## src/rtl/crc_frame_serializer.sv

```systemverilog
// crc_frame_serializer: LSB-first payload serializer that merges returned CRC beats onto one TX stream
module crc_frame_serializer #(
  parameter int DATA_WIDTH = 8,
  parameter int CRC_WIDTH  = 8,
  parameter int CRC_WAIT   = 4
) (
  input  logic                  CLK,
  input  logic                  RST,
  input  logic [DATA_WIDTH-1:0] IN_DATA,
  input  logic                  IN_VALID,
  input  logic                  IN_LAST,
  output logic                  IN_READY,
  output logic                  SER_DATA,
  output logic                  ACTIVE,
  input  logic                  CRC_BIT,
  input  logic                  CRC_VALID,
  output logic                  TX_BIT,
  output logic                  TX_EN,
  output logic                  BUSY,
  output logic                  FRAME_DONE,
  output logic                  UNDERRUN,
  output logic                  CRC_ERR
);
  localparam int BW = $clog2(DATA_WIDTH);
  localparam int CW = $clog2(CRC_WIDTH + 1);
  localparam int WW = $clog2(CRC_WAIT + 1);
  typedef enum logic [1:0] {IDLE, SHIFT, CRC, DONE} state_t;
  state_t state_q, state_d;
  logic [DATA_WIDTH-1:0] shreg_q, shreg_d;
  logic [BW-1:0] bit_cnt_q, bit_cnt_d;
  logic [CW-1:0] beat_cnt_q, beat_cnt_d, beat_nx;
  logic [WW-1:0] wait_cnt_q, wait_cnt_d, wait_nx;
  logic last_q, last_d, ser_q, ser_d, active_q, active_d, tx_bit_q, tx_bit_d, tx_en_q, tx_en_d;
  logic underrun_q, underrun_d, crc_err_q, crc_err_d;
  logic at_end, accept, crc_short, crc_timeout;
  assign at_end = bit_cnt_q == BW'(DATA_WIDTH - 1);
  assign IN_READY = state_q == IDLE || (state_q == SHIFT && at_end && !last_q);
  assign accept = IN_VALID && IN_READY;
  assign beat_nx = beat_cnt_q + CW'(CRC_VALID);
  assign wait_nx = wait_cnt_q + WW'(beat_cnt_q == '0 && !CRC_VALID);
  // a gap after the first beat means the CRC stage delivered a short CRC
  assign crc_short = beat_cnt_q != '0 && !CRC_VALID;
  assign crc_timeout = wait_nx == WW'(CRC_WAIT);
  assign SER_DATA = ser_q;
  assign ACTIVE = active_q;
  assign TX_BIT = tx_bit_q;
  assign TX_EN = tx_en_q;
  assign BUSY = state_q != IDLE;
  assign FRAME_DONE = state_q == DONE;
  assign UNDERRUN = underrun_q;
  assign CRC_ERR = crc_err_q;
  always_comb begin
    state_d = state_q;
    shreg_d = shreg_q;
    bit_cnt_d = bit_cnt_q;
    beat_cnt_d = beat_cnt_q;
    wait_cnt_d = wait_cnt_q;
    last_d = last_q;
    ser_d = ser_q;
    active_d = active_q;
    tx_bit_d = tx_bit_q;
    tx_en_d = tx_en_q;
    underrun_d = underrun_q;
    crc_err_d = crc_err_q;
    if (accept) begin
      state_d = SHIFT;
      shreg_d = IN_DATA;
      ser_d = IN_DATA[0];
      tx_bit_d = IN_DATA[0];
      active_d = 1'b1;
      tx_en_d = 1'b1;
      bit_cnt_d = '0;
      last_d = IN_LAST;
      underrun_d = underrun_q && state_q != IDLE;
      crc_err_d = crc_err_q && state_q != IDLE;
    end else begin
      case (state_q)
        SHIFT: begin
          if (!at_end) begin
            bit_cnt_d = bit_cnt_q + 1'b1;
            ser_d = shreg_q[bit_cnt_d];
            tx_bit_d = shreg_q[bit_cnt_d];
          end else begin
            state_d = CRC;
            active_d = 1'b0;
            tx_en_d = 1'b0;
            ser_d = 1'b0;
            tx_bit_d = 1'b0;
            wait_cnt_d = '0;
            beat_cnt_d = '0;
            underrun_d = underrun_q || !last_q;
          end
        end
        CRC: begin
          tx_bit_d = CRC_BIT;
          tx_en_d = CRC_VALID;
          beat_cnt_d = beat_nx;
          wait_cnt_d = wait_nx;
          crc_err_d = crc_err_q || crc_short || crc_timeout;
          state_d = (crc_short || crc_timeout || beat_nx == CW'(CRC_WIDTH)) ? DONE : CRC;
        end
        DONE: begin
          tx_en_d = 1'b0;
          state_d = IDLE;
        end
        default: ;
      endcase
    end
  end
  always_ff @(posedge CLK) begin
    if (RST) begin
      state_q <= IDLE;
      shreg_q <= '0;
      bit_cnt_q <= '0;
      beat_cnt_q <= '0;
      wait_cnt_q <= '0;
      last_q <= 1'b0;
      ser_q <= 1'b0;
      active_q <= 1'b0;
      tx_bit_q <= 1'b0;
      tx_en_q <= 1'b0;
      underrun_q <= 1'b0;
      crc_err_q <= 1'b0;
    end else begin
      state_q <= state_d;
      shreg_q <= shreg_d;
      bit_cnt_q <= bit_cnt_d;
      beat_cnt_q <= beat_cnt_d;
      wait_cnt_q <= wait_cnt_d;
      last_q <= last_d;
      ser_q <= ser_d;
      active_q <= active_d;
      tx_bit_q <= tx_bit_d;
      tx_en_q <= tx_en_d;
      underrun_q <= underrun_d;
      crc_err_q <= crc_err_d;
    end
  end
endmodule

```

## config.mk

```make
export PLATFORM = sky130hd
export DESIGN_NAME = crc_frame_serializer
export DESIGN_NICKNAME = d
export VERILOG_FILES = /design/src/rtl/crc_frame_serializer.sv
export SDC_FILE = /design/constraint.sdc
export NUM_CORES = 1
export LEC_CHECK = 0
export CORE_MARGIN = 10
export CORE_UTILIZATION = 38
export DETAILED_ROUTE_END_ITERATION = 8
export SYNTH_ARGS = -nofsm -noshare
export SYNTH_HDL_FRONTEND = slang
export SYNTH_SLANG_ARGS = --single-unit
```

## constraint.sdc

```tcl
create_clock -name CLK -period 2.24 [get_ports CLK]
set_clock_uncertainty 0.2 [all_clocks]
set_input_delay 0.672 -clock CLK [delete_from_list [all_inputs] [get_ports CLK]]
set_output_delay 0.672 -clock CLK [all_outputs]
set_load 0.01 [all_outputs]
```

==> summary.txt <==
Run status
  – Status: finished, violations left
  – Violated checks: setup timing

GRT
  – Vias in the first global route: 1282
  – Largest net degree at the start of global routing: 17
  – First-pass GRT wire length: just under 6 mm
  – Gr ovfl total: 0
  – Initial antenna violation count: 0
  – Total track usage: 11.15%

Finish
  – Final Instance Count excl. Fillers: 254
  – Area Overhead vs Synth: 39.87%
  – Multi-input gate area: 885.9 um^2
  – Design area: 0.001936 mm^2
  – Fill cell count: 315
  – Final Core Density: 56.67%
  – Layout cells sized above 1: 26.44%
  – Final nets: 235
  – Reg area: 549.3 um^2
  – Diode count: 0

Power and ir drop
  – Sw Ratio: 39.42%
  – P_sw: between 0.0006 and 0.0007 W
  – Seq pwr share: 36.3%
  – PwrDens: between 800 and 900 mW/mm^2
  – Leakage Power: about 0.77 nW
  – Cell internal power dissipation: 0.001011 W
  – VDD IR max: 0.0003716 V
  – Combinational power share: 50.7%
  – Clk pwr share: about an eighth

Logic synthesis
  – Synthesized area: between 0.001 and 0.0015 mm^2
  – Yosys top cell area share: between 30 and 40%
  – Synthesized flop and latch total: 27
  – Synth area leader: dfxtp_1
  – Warnings, synthesis: 0
  – Post-synth EDFFs: 0
  – Post-synth cell types: 30
  – Synth Flop Type: dfxtp_1
  – Async S/R FF share, synth: 0%
  – Top cells by area, synth: dfxtp_1, ha_1, nand2_1
  – Post-Syn Nets: 192
  – Post-Syn Instances: 166
  – Sequential element share of the synthesized area: roughly two fifths
  – Mapped Avg Cell Area: about 8.3 um^2

Routing
  – Post-route ant nets: 0
  – DR pass1 iterations: 4
  – DRT Wirelength: 3.562 mm
  – Initial DRC Count: 75
  – Drt drc: 0
  – Via count: about 1300
  – Vias per cell: 5.236
  – Wire per inst: 14.02 um

Floorplan
  – IO Count: 23
  – Row cnt: 21
  – Die H: 80.35 um
  – Die area: ~0.0065 mm^2
  – Die width: 80.35 um
  – Starting density of the core: 40.51%
  – CORE AREA: 0.003416 mm^2

Timing
  – Crit share post-route: 100.8%
  – Fmax: between 0.4 and 0.5 GHz
  – Worst-margin pin slew: 559.5 ps
  – Post-route minimum period: ~2300 ps
  – Final Hold Fails: 0
  – Max Slew Vio Count: 0
  – Rel. slew slack: 62.70%
  – Unrepaired setup endpoints after global routing: true
  – Hold slack: about 270 ps
  – Final worst setup slack: -17.44 ps
  – Final count of negative-setup-slack endpoints: 2

Place
  – IO Port Bufs: 22
  – DP Worst Slack: -311.3 ps
  – RePlAce Congestion: 0.8474
  – Dpl cell area: 0.001795 mm^2
  – Placed cells: between 200 and 250
  – Detail Placement HPWL: 2.711 mm

Min path
  – Worst Hold Class: reg2reg

Clock tree
  – CTS Buf Count: 3
  – CTS max path bufs: 2
  – Hold buffers post-CTS: 0
  – Clk slew on worst S/H paths: 150 ps
  – CTS Root Cell: clkbuf_4
  – H-Tree Depth: 1
  – CTS tree: built
  – Clock latency on the worst-skew pair: 330 ps
  – Clock sinks: 27

Worst setup path
  – Largest stage delay, worst path: 540 ps
  – CP max-delay cell: or4_4
  – Delay-heaviest family, CP: simple AND/OR/NAND/NOR gates
  – Crit-path max FO: 3
  – Worst-path cell chain: or4_4 > nor2_2 > ha_2 > ha_4 > nor2_4 > a32o_2 > nor3_2 > a211oi_1
  – Buffer and inverter count on the worst path: 0
  – CP endpoint kind: flop
  – Crit Path Category: reg2reg
  – Worst EP arrival: ~2300 ps
  – Req. time, crit path: 2300 ps
  – Critical path launch point type: flop

Flow run
  – Max Cap Viol: 0
## layout make-up
| class | count | area share (%) |
|---|---|---|
| Multi-Input combinational cell | 126 | 45.77 |
| Sequential cell | 27 | 28.38 |
| Timing Repair Buffer | 47 | 20.69 |
| Tap cell | 46 | 2.973 |
| Clock buffer | 3 | 1.164 |
| Inverter | 4 | 0.7757 |
| Clock inverter | 1 | 0.2586 |
## routing by layer
metal  routed length [um]  share of wire, %  global-route usage (%)
met4                   55               1.5                   4.401
met5                    0                 0                       0
met1                 1524                43                   12.80
met3                  169               4.7                   2.561
met2                 1812                51                   19.35
## cells by family (layout without fill, tap and decap cells)
logic type | after synthesis | in the layout | synth area share, %
AO/OA/AOI/OAI | 33 | 33 | 13.92
XOR/XNOR | 4 | 4 | 2.532
adder cells (fa/ha/maj) | 12 | 12 | 10.85
buffers and inverters | 13 | 55 | 3.888
flip-flops | 27 | 27 | 39.06
multiplexers | 6 | 6 | 4.430
AND/OR/NAND/NOR | 71 | 71 | 25.32
## per-stage QoR
step	total power (W)	TNS, ps
after floorplan	0.001070	0
after global placement	0.001386	-1346
after detailed placement	0.001412	-1857
after CTS	0.001616	-5.797
after global routing	0.001801	-170.0
final	0.001670	-33.00
## cells in the final DEF, fill, tap and decap left out, types with 4 or more instances in the layout
cell type,Yosys,final
nand2_1,29,28
dfxtp_1,27,22
ha_4,0,4
nor2b_1,4,4
mux2i_1,5,5
nand3_1,9,9
a21oi_1,20,19
ha_1,12,5
nor2_1,9,7
dfxtp_2,0,4
clkdlybuf4s50_1,0,18
buf_4,0,25
nor3_1,6,6
## state kept, by name, indices dropped and copies added, names as in the netlist
name and count:
ACTIVE 1, CRC_ERR 1, beat_cnt_q 4, last_q 1, shreg_q 8, bit_cnt_q 3
TX_EN 1, TX_BIT 1, UNDERRUN 1, SER_DATA 1, state_q 2, wait_cnt_q 3
## Yosys cell counts, drive strengths merged (2+ instances only)
cell	count
a211oi	2
a21oi	20
a311oi	3
a31oi	2
buf	4
clkbuf	5
dfxtp	27
ha	12
inv	4
mux2i	5
nand2	29
nand2b	2
nand3	9
nand4	3
nand4b	3
nor2	9
nor2b	4
nor3	7
o21ai	4
xnor2	2
xor2	2
## power by group through the flow
stage | Combinational (W) | Sequential, W | Clock, W
2_1_floorplan | 0.000453 | 0.000617 | 0
3_3_place_gp | 0.000782 | 0.000604 | 0
3_5_place_dp | 0.000804 | 0.000607 | 0
4_1_cts | 0.000791 | 0.000600 | 0.000225
5_1_grt | 0.000935 | 0.000615 | 0.000251
6_report | 0.000846 | 0.000607 | 0.000217
## timing repair
action                                  CTS  global route
gates resized for setup                  12            27
endpoints found under the setup margin    4             5
cloned                                    0             0
setup buffers                             0             2
pin swaps                                 1            10
## path summary, 6_finish.rpt
check                              startpoint         end  slack [ps]  cells after the start
worst max-delay path            beat_cnt_q[0]  state_q[0]         -20                      8
worst min-delay path               shreg_q[6]  shreg_q[6]         270                      2
worst max register to register  beat_cnt_q[0]  state_q[0]         -20                      8
worst min register to register     shreg_q[6]  shreg_q[6]         270                      2
## worst reg2reg max path, stage by stage (launching register included)
cell	delay [ps]
dfxtp_2	360
or4_4	550
nor2_2	120
ha_2	190
ha_4	210
nor2_4	100
a32o_2	220
nor3_2	50
a211oi_1	190
(Power assumes the default switching activity.)
